File: src/rtl/cnn_pkg.sv
// Shared constants and read-FSM encoding for the pooled feature-map
// ping-pong buffer.
package cnn_pkg;
    localparam int DATA_WIDTH  = 8;
    localparam int POOL_W      = 12;
    localparam int POOL_H      = 12;
    localparam int NUM_FILTERS = 16;
    localparam int MAP_SIZE    = POOL_W * POOL_H;
    localparam int ADDR_W      = $clog2(MAP_SIZE);
    localparam int FILT_W      = $clog2(NUM_FILTERS);

    localparam logic [ADDR_W-1:0] LAST_ADDR = ADDR_W'(MAP_SIZE - 1);
    localparam logic [FILT_W-1:0] LAST_FILT = FILT_W'(NUM_FILTERS - 1);

    typedef enum logic [1:0] {
        RD_IDLE,
        RD_STREAM,
        RD_DRAIN
    } rd_state_t;

    // Bank 1 sits directly above bank 0 so the RAM is exactly 2*MAP_SIZE deep
    function automatic logic [ADDR_W:0] bank_addr(
        input logic              bank,
        input logic [ADDR_W-1:0] idx
    );
        return {1'b0, idx} + (bank ? (ADDR_W + 1)'(MAP_SIZE) : '0);
    endfunction
endpackage

File: src/rtl/fmap_dpram.sv
// Simple dual-port RAM holding both ping-pong banks.
// Registered read, one cycle of latency.
module fmap_dpram
    import cnn_pkg::*;
(
    input  logic                  clk,
    input  logic                  wr_en,
    input  logic [ADDR_W:0]       wr_addr,
    input  logic [DATA_WIDTH-1:0] wr_data,
    input  logic                  rd_en,
    input  logic [ADDR_W:0]       rd_addr,
    output logic [DATA_WIDTH-1:0] rd_data
);
    logic [DATA_WIDTH-1:0] mem [2*MAP_SIZE];

    always_ff @(posedge clk) begin
        if (wr_en)
            mem[wr_addr] <= wr_data;
        if (rd_en)
            rd_data <= mem[rd_addr];
    end
endmodule

File: src/rtl/pool_fmap_ping_pong_reader.sv
// Collects pooled maps into a ping-pong bank pair and replays each
// completed map downstream through a 2-entry skid buffer.
module pool_fmap_ping_pong_reader
    import cnn_pkg::*;
(
    input  logic                  clk,
    input  logic                  reset,
    input  logic                  new_filter,
    input  logic                  pool_valid,
    input  logic [DATA_WIDTH-1:0] pool_data,
    output logic                  out_valid,
    input  logic                  out_ready,
    output logic [DATA_WIDTH-1:0] out_data,
    output logic                  out_last,
    output logic [FILT_W-1:0]     out_filter_idx,
    output logic [1:0]            bank_full,
    output logic                  err_overflow,
    output logic                  err_short
);
    logic              wr_bank;
    logic [ADDR_W-1:0] wr_cnt;
    logic [FILT_W-1:0] wr_filt;
    logic [FILT_W-1:0] filt_tag [2];
    logic              wr_en;
    logic [1:0]        bf_set;
    logic [1:0]        bf_clr;

    rd_state_t         state;
    rd_state_t         state_n;
    logic              rd_bank;
    logic              rd_bank_n;
    logic [ADDR_W-1:0] rd_cnt;
    logic [ADDR_W-1:0] rd_cnt_n;
    logic              rd_en;
    logic              rd_sel;
    logic [ADDR_W-1:0] rd_idx;
    logic              issue_last;
    logic [DATA_WIDTH-1:0] rd_data;

    logic                  pend;
    logic                  pend_last;
    logic [DATA_WIDTH-1:0] sk_data [2];
    logic                  sk_last [2];
    logic [1:0]            sk_cnt;
    logic                  pop;
    logic                  can_issue;

    assign wr_en = pool_valid && !new_filter && !bank_full[wr_bank];

    always_comb begin
        bf_set = '0;
        if (wr_en && wr_cnt == LAST_ADDR)
            bf_set[wr_bank] = 1'b1;
    end

    always_ff @(posedge clk) begin
        if (reset) begin
            wr_bank      <= 1'b0;
            wr_cnt       <= '0;
            wr_filt      <= '0;
            filt_tag[0]  <= '0;
            filt_tag[1]  <= '0;
            err_overflow <= 1'b0;
            err_short    <= 1'b0;
        end else if (new_filter) begin
            if (wr_cnt != '0) begin
                wr_cnt    <= '0;
                err_short <= 1'b1;
            end
        end else if (pool_valid) begin
            if (bank_full[wr_bank]) begin
                err_overflow <= 1'b1;
            end else if (wr_cnt == LAST_ADDR) begin
                wr_cnt            <= '0;
                wr_bank           <= ~wr_bank;
                filt_tag[wr_bank] <= wr_filt;
                wr_filt <= (wr_filt == LAST_FILT) ? '0 : wr_filt + 1'b1;
            end else begin
                wr_cnt <= wr_cnt + 1'b1;
            end
        end
    end

    always_ff @(posedge clk) begin
        if (reset)
            bank_full <= '0;
        else
            bank_full <= (bank_full | bf_set) & ~bf_clr;
    end

    fmap_dpram u_ram (
        .clk     (clk),
        .wr_en   (wr_en),
        .wr_addr (bank_addr(wr_bank, wr_cnt)),
        .wr_data (pool_data),
        .rd_en   (rd_en),
        .rd_addr (bank_addr(rd_sel, rd_idx)),
        .rd_data (rd_data)
    );

    assign out_valid      = (sk_cnt != 2'd0);
    assign out_data       = sk_data[0];
    assign out_last       = out_valid && sk_last[0];
    assign out_filter_idx = filt_tag[rd_bank];
    assign pop            = out_valid && out_ready;

    // A read may go out if the buffer, counting the read in flight, keeps a slot
    assign can_issue = ({1'b0, sk_cnt} + {2'b0, pend}) < (3'd2 + {2'b0, pop});

    always_comb begin
        state_n    = state;
        rd_cnt_n   = rd_cnt;
        rd_bank_n  = rd_bank;
        rd_en      = 1'b0;
        rd_sel     = rd_bank;
        rd_idx     = rd_cnt;
        issue_last = 1'b0;
        bf_clr     = '0;
        unique case (state)
            RD_IDLE: begin
                if (bank_full[rd_bank]) begin
                    rd_en    = 1'b1;
                    rd_idx   = '0;
                    rd_cnt_n = ADDR_W'(1);
                    state_n  = RD_STREAM;
                end
            end
            RD_STREAM: begin
                if (can_issue) begin
                    rd_en = 1'b1;
                    if (rd_cnt == LAST_ADDR) begin
                        issue_last = 1'b1;
                        rd_cnt_n   = '0;
                        state_n    = RD_DRAIN;
                    end else begin
                        rd_cnt_n = rd_cnt + 1'b1;
                    end
                end
            end
            RD_DRAIN: begin
                if (pop && out_last) begin
                    bf_clr[rd_bank] = 1'b1;
                    rd_bank_n       = ~rd_bank;
                    state_n         = RD_IDLE;
                    if (bank_full[~rd_bank]) begin
                        rd_en    = 1'b1;
                        rd_sel   = ~rd_bank;
                        rd_idx   = '0;
                        rd_cnt_n = ADDR_W'(1);
                        state_n  = RD_STREAM;
                    end
                end
            end
            default: state_n = RD_IDLE;
        endcase
    end

    always_ff @(posedge clk) begin
        if (reset) begin
            state     <= RD_IDLE;
            rd_bank   <= 1'b0;
            rd_cnt    <= '0;
            pend      <= 1'b0;
            pend_last <= 1'b0;
        end else begin
            state     <= state_n;
            rd_bank   <= rd_bank_n;
            rd_cnt    <= rd_cnt_n;
            pend      <= rd_en;
            pend_last <= issue_last;
        end
    end

    // Slot 0 is the presented beat; slot 1 absorbs the in-flight read on a stall
    always_ff @(posedge clk) begin
        if (reset) begin
            sk_cnt     <= 2'd0;
            sk_data[0] <= '0;
            sk_data[1] <= '0;
            sk_last[0] <= 1'b0;
            sk_last[1] <= 1'b0;
        end else begin
            unique case ({pop, pend})
                2'b01: begin
                    if (sk_cnt == 2'd0) begin
                        sk_data[0] <= rd_data;
                        sk_last[0] <= pend_last;
                    end else begin
                        sk_data[1] <= rd_data;
                        sk_last[1] <= pend_last;
                    end
                    sk_cnt <= sk_cnt + 2'd1;
                end
                2'b10: begin
                    sk_data[0] <= sk_data[1];
                    sk_last[0] <= sk_last[1];
                    sk_cnt     <= sk_cnt - 2'd1;
                end
                2'b11: begin
                    if (sk_cnt == 2'd1) begin
                        sk_data[0] <= rd_data;
                        sk_last[0] <= pend_last;
                    end else begin
                        sk_data[0] <= sk_data[1];
                        sk_last[0] <= sk_last[1];
                        sk_data[1] <= rd_data;
                        sk_last[1] <= pend_last;
                    end
                end
                default: ;
            endcase
        end
    end
endmodule

File: config.mk
export PLATFORM = sky130hd
export DESIGN_NAME = pool_fmap_ping_pong_reader
export DESIGN_NICKNAME = d
export VERILOG_FILES = /design/src/rtl/cnn_pkg.sv /design/src/rtl/fmap_dpram.sv /design/src/rtl/pool_fmap_ping_pong_reader.sv
export SDC_FILE = /design/constraint.sdc
export NUM_CORES = 2
export LEC_CHECK = 0
export BUFFER_PORTS_ARGS = -buffer_cell sky130_fd_sc_hd__buf_4
export CAP_MARGIN = 40
export CORE_MARGIN = 5
export CORE_UTILIZATION = 30
export CTS_BUF_LIST = sky130_fd_sc_hd__clkbuf_8
export DETAILED_ROUTE_END_ITERATION = 8
export SYNTH_ARGS = -nofsm -noshare
export SYNTH_HDL_FRONTEND = slang
export SYNTH_SLANG_ARGS = --single-unit
File: constraint.sdc
create_clock -name clk -period 3.8 [get_ports clk]
set_input_delay 0.76 -clock clk [delete_from_list [all_inputs] [get_ports clk]]
set_output_delay 0.76 -clock clk [all_outputs]
set_load 0.005 [all_outputs]
### Word-level counts from Yosys, hierarchy flattened

Memory sizes are Yosys's and may differ from the RTL's. A register that Yosys moved wholly into a read port is not among the register bits.
Cells that the tools add are included.

| cells by class | value |
|---|---|
| add/sub/neg operators | 9 |
| multiply operators | 0 |
| divide/modulo/power cells | 0 |
| order comparisons | 6 |
| equal/unequal tests | 16 |
| shift-type cells | 0 |
| muxes and demuxes | 93 |
| bitwise logic cells | 21 |
| reductions and logical operators | 26 |

Operators with widths:

| operator | count |
|---|---|
| $mux 8 | 21 |
| $mux 1 | 56 |
| $pmux 8 s3 | 1 |
| $add 8x8->9 | 2 |
| $add 8x1->8 const B | 2 |
| $eq 8x8->1 const B | 2 |
| $pmux 8 s2 | 1 |
| $mux 2 | 7 |
| $ne 2x2->1 const B | 6 |
| $or 1x1->1 | 12 |
| $logic_and 1x1->1 | 8 |
| $mux 4 | 2 |
| $reduce_and 4->1 | 2 |
| $reduce_bool 8->1 | 1 |
| $eq 2x1->1 const B | 3 |
| $eq 2x2->1 const B | 3 |
| $lt 1x2->1 const B | 3 |
| $not 1->1 | 6 |
| $pmux 2 s3 | 1 |
| $reduce_and 3->1 | 2 |
| $reduce_bool 2->1 | 3 |
| $reduce_and 5->1 | 1 |
| $add 4x1->4 const B | 1 |
| $eq 4x4->1 const B | 1 |
| other kinds (19) | 24 |

| word-level totals | value |
|---|---|
| register bits after elaboration | 32 |
| bits in latches | 0 |
| memory bits (writable) | 2330 |
| bits in read-only memories | 0 |
| input port bits | 13 |
| output and inout bits | 18 |
| logic and storage cells | 187 |
| memories | 4 |

Memories:

| name | words | width | rd ports | clocked after memory_dff | wr ports | line | source |
|---|---|---|---|---|---|---|---|
| u_ram.mem | 288 | 8 | 1 | 1 | 1 | fmap_dpram.sv:14 | `logic [DATA_WIDTH-1:0] mem [2*MAP_SIZE];` |
| sk_data | 2 | 8 | 2 | 0 | 2 | pool_fmap_ping_pong_reader.sv:42 | `logic [DATA_WIDTH-1:0] sk_data [2];` |
| filt_tag | 2 | 4 | 1 | 1 | 2 | pool_fmap_ping_pong_reader.sv:23 | `logic [FILT_W-1:0] filt_tag [2];` |
| sk_last | 2 | 1 | 2 | 0 | 2 | pool_fmap_ping_pong_reader.sv:43 | `logic sk_last [2];` |

### Logic depth before layout (Yosys ltp)

| logic depth | value |
|---|---|
| depth after elaboration | 10 |
| depth in mapped cells | 17 |
| depth with buffers taken out | 16 |

### By module

A second synthesis with hierarchy kept.

| unflattened totals | value |
|---|---|
| cell total of the unflattened synthesis | 4608 |
| area total of the unflattened synthesis | 93373.3 sq um |

Modules (own cells, without submodules):

| module | times used | cells each | area each (sq um) | seq. area each (sq um) |
|---|---|---|---|---|
| fmap_dpram | 1 | 4286 | 90166.5 | 69426.6 |
| pool_fmap_ping_pong_reader | 1 | 322 | 3206.8 | 1441.4 |

### Worst setup path after synthesis

OpenSTA, ideal clock, no wires.

| timing | value |
|---|---|
| path kind | input to register |
| from | input out_ready |
| to | register u_ram.rd_data[0], read port of u_ram.mem, data pin |
| setup time | 0.261 ns |
| arrival | 3.891 ns |
| required time | 3.539 ns |
| slack | -0.352 ns |
| cell stages on the path | 14 |
| buffers on the path | 5 |
| path through | nor2b_1 > nand4_2 > clkbuf_1 > clkbuf_1 > and3_1 > ha_1 > clkbuf_1 > nor3_1 > clkbuf_1 > buf_2 > o211ai_1 > a31oi_1 > o31ai_1 > a311o_1 |

| between the ends | value |
|---|---|
| word-level cells in the longest chain between the ends | 6 |
| elaborated cells between the ends (all ways) | 13 |
| classes of those cells | 2 x add/sub; 1 x order compare; 8 x mux; 2 x reduce/logical |

Ends and longest elaborated chain:

| element | line | source |
|---|---|---|
| start: declaration | pool_fmap_ping_pong_reader.sv:12 | `input logic out_ready,` |
| $logic_and 1x1->1 * | pool_fmap_ping_pong_reader.sv:105 | `assign pop = out_valid && out_ready;` |
| $logic_and 1x1->1 | pool_fmap_ping_pong_reader.sv:141 | `if (pop && out_last) begin` |
| $mux 1 | pool_fmap_ping_pong_reader.sv:141 |  |
| $mux 1 | pool_fmap_ping_pong_reader.sv:119 | `unique case (state)` |
| $mux 8 | cnn_pkg.sv:26 | `return {1'b0, idx} + (bank ? (ADDR_W + 1)'(MAP_SIZE) : '0);` |
| $add 8x8->9 | cnn_pkg.sv:26 |  |
| end: declaration | fmap_dpram.sv:12 | `output logic [DATA_WIDTH-1:0] rd_data` |

Mark *: on every way between the ends. The rest lies on a longest branch, timed or not.
A chain may end at the register's enable or synchronous reset.

### Final worst setup path

| timing | value |
|---|---|
| from | register rd_bank |
| to | register u_ram.rd_data[7], read port of u_ram.mem, data pin |

| between the ends | value |
|---|---|
| word-level cells in the longest chain between the ends | 7 |
| elaborated cells between the ends (all ways) | 18 |
| classes of those cells | 1 x add/sub; 16 x mux; 1 x bitwise |

Ends and longest elaborated chain:

| element | line | source |
|---|---|---|
| start: declaration | pool_fmap_ping_pong_reader.sv:30 | `logic rd_bank;` |
| start signal: assignment | pool_fmap_ping_pong_reader.sv:167 | `rd_bank <= rd_bank_n;` |
| $mux 1 (not written as such) (2 in a row) | pool_fmap_ping_pong_reader.sv:145 | `if (bank_full[~rd_bank]) begin` |
| $mux 1 | pool_fmap_ping_pong_reader.sv:145 |  |
| $mux 1 | pool_fmap_ping_pong_reader.sv:141 |  |
| $mux 1 | pool_fmap_ping_pong_reader.sv:119 |  |
| $mux 8 | cnn_pkg.sv:26 |  |
| $add 8x8->9 | cnn_pkg.sv:26 |  |

Several ways; a longest one is shown, not always the timed one. The select of a mux whose other input is x is not followed.

==> results.yml <==
cts:
  cts_made_buffers: 399
  clkTransAtPathRegs_ps: 60
  cts_tree: "yes"
  cts-root-buf: "clkbuf_8"
  cts_sinks: 2371
  clk-insertion-delay-late_ps: 1110
  cts_buffer_depth: 4
  cts.htree.levels: 5
pwr:
  power_switching_mw: 10.94
  ir_drop_uv: 388.9
  internal_power_mw: 39.54
  power_switching_share: 0.2167
  p_leak_nw: 37.75
  power.share.sequential: 0.570
  combPwrFrac: 0.019
  power_density_mw_per_mm2: 430.9
  clock_power_share: 0.411
synthesis:
  syn-instance-count: 6163
  synthSimpleGateAreaFrac: 0.05120
  async_flop_share: 0
  synth_compound_area_frac: 0.09997
  synthAdderAreaFrac: 0.002464
  synth_xor_area_frac: 0.002010
  synth_top_family_by_area: "compound AO/OA/AOI/OAI gates"
  ys_types: 88
  synth_edf_count: 2338
  synth.area.mux_share: 0.08591
  synth_ff_type: "edfxtp_1"
  ys_ff_latch: 2371
  syn_nets: 6195
  seq_area_frac_synth: 0.7346
  synth.avg_cell_area_um2: 15.65
  syn_area_mm2: 0.09647
  ys.warnings.count: 0
route:
  route.detailed.drc: 0
  vias: 64500
  drt_wl_total_mm: 343.8
  drtIter0Drc: 9297
  firstDrtPassIters: 8
  postRouteAntennaNets: 0
  wire_per_inst_um: 29.18
  viasPerCell: 5.474
floorplanning:
  io_pins: 31
  die_area_mm2: 0.3330
  core_area_mm2: 0.3206
  rows: 208
  die_x_um: 577.1
  die-height_um: 577.1
  start_util: 0.3009
placed_design:
  dp_hpwl_mm: 222.1
  gp_congestion: 0.9956
  post-place-cells: 11060
  port_buffers: 30
  dp_slack_ps: -1187
sta:
  relSlewSlack: 0.3034
  tns_ps: -43.76
  drv_slew: 0
  tightest_slew_ps: 1045
  fin_crit_sh: 1.009
  fin_crit_ps: 3836
  setup_viol: 2
  fmax_mhz: 260.7
  finalWorstSetupSlack_ps: -35.83
  skew_ps: 110.4
  hold_violations: 0
critical_path:
  startpoint: "rd_bank"
  rr_endpoint: "u_ram.rd_data[7]"
  r2r_slack_ps: -40
  path_max_fanout: 8
  crit_path_end: "u_ram.rd_data[7]"
  cp.arrival_ps: 4690
  endpoint_kind: "flip-flop"
  rr_worst_depth: 14
  crit_type: "reg2reg"
  rr_startpoint: "rd_bank"
  cp-start-kind: "flip-flop"
  crit_required_ps: 4660
run:
  max_cap_violations: 0
hold_path:
  min_path_type: "in2reg"
  hold_path_depth: 1
grt:
  antenna_found_initial: 19
  grt_pass1_wl_mm: 477.9
  grt_use_total: 0.1989
  grt_pass1_vias: 62770
  grt_remaining_overflow: 0
  grt_max_degree: 109
cells_and_area:
  finish.utilization: 0.3654
  fin_cells: 11780
  final_common_cell: "edfxtp_1"
  nNetsFinal: 7213
  area_growth_pct: 21.44
  final_cell_mix: "2338 x edfxtp_1, 932 x buf_4, 578 x mux2i_1"
  drive_gt1_frac: 0.2464
outcome:
  violations: "negative setup slack"
  status: "complete, but fails checks"
[cell usage after synthesis (68+ instances only)]
cell type,number,area [µm²]
nor2_1,551,2068
o22ai_1,72,450.4
edfxtp_1,2338,70210
a21oi_1,270,1351
clkbuf_1,191,716.9
mux2_2,104,1171
nand2_1,255,957.2
nand3_1,106,530.5
o21ai_0,256,1281
a211oi_1,83,623.1
o221ai_1,137,1200
mux2i_1,579,5796
a31oi_1,69,431.7
buf_2,195,975.9
a221o_1,79,790.8
a221oi_1,68,595.6
[per-stage QoR]
step	instance area [µm²]	hold slack (ps)	total power [mW]
floorplan	96510	460.5	29.50
global placement	109400	455.1	30.19
detailed placement	109400	469.0	30.23
CTS	116900	48.41	50.69
global route	117100	88.91	51.98
finish	117200	170.4	50.48
[worst max-delay path, cell delays in order (launching register included)]
cell and delay [ps]:
dfxtp_1 360, buf_12 150, mux2_2 370, nand4_4 130, buf_8 160, nand4_1 250
buf_6 270, buf_4 190, o221a_2 300, o221ai_2 260, o31ai_1 170, a221oi_4 420
buf_4 190, o22ai_2 110, a31o_1 210
[flip-flops by register name, indices dropped and copies added, names as in the netlist, named ones only]
| register | cells |
|---|---|
| wr_cnt | 8 |
| sk_cnt | 2 |
| u_ram.rd_data | 8 |
| rd_cnt | 8 |
| bank_full | 2 |
| filt_tag | 8 |
| wr_bank | 1 |
| u_ram.mem | 2304 |
| sk_data | 16 |
| sk_last | 2 |
| pend_last | 1 |
| err_short | 1 |
| pend | 1 |
| err_overflow | 1 |
| state | 2 |
| rd_bank | 1 |
| wr_filt | 4 |
[repair_timing]
item                                    4_1_cts  5_1_grt
endpoints found under the setup margin        8        8
buffers inserted                             15        6
pin swaps                                    11        9
hold buffers                                  5        0
hold endpoints to repair                     11        0
resized for setup                            39       53
[area by class of cell]
class / instances / area, µm²
flip-flops and latches: 2371 / 70880
repair buffers: 1080 / 9744
fillers: 30340 / 203500
multi-input cells: 3287 / 23920
inverters: 42 / 166.4
clock inverters: 284 / 1440
clock buffers: 407 / 5602
diodes: 7 / 17.52
well taps: 4305 / 5386
[metal layers]
layer  vias up  share of wire  global-route usage
met5         -        0.00033            0.002152
met4         4          0.050             0.08906
met3       805           0.13             0.06505
met2      4442           0.43              0.2904
met1     32600           0.39              0.2691
li1      26650              -                   -
[how the worst min path moves through the flow]
stage          slack (ps)    startpoint           endpoint
2_1_floorplan         460  err_overflow       err_overflow
3_3_place_gp          460  err_overflow       err_overflow
3_5_place_dp          470  err_overflow       err_overflow
4_1_cts                50  pool_data[1]  u_ram.mem[253][1]
5_1_grt                90  pool_data[1]  u_ram.mem[254][1]
6_report              170  pool_data[1]  u_ram.mem[253][1]
[power groups by stage]
stage	Clock (mW)	Combinational [mW]	Sequential, mW
2_1_floorplan	0	0.167	29.3
3_3_place_gp	0	0.859	29.3
3_5_place_dp	0	0.896	29.3
4_1_cts	21.0	0.914	28.8
5_1_grt	22.2	0.970	28.8
6_report	20.8	0.939	28.8
[logic make-up (layout without fill, tap and decap cells)]
logic type,after synthesis,after routing
compound gates,1369,1369
xor+xnor,20,20
fa+ha+maj,19,19
buf+inv,505,1813
flops,2371,2371
mux,742,742
other cells,0,7
simple gates,1137,1137
Note: power is estimated with default switching activity, not from simulation.
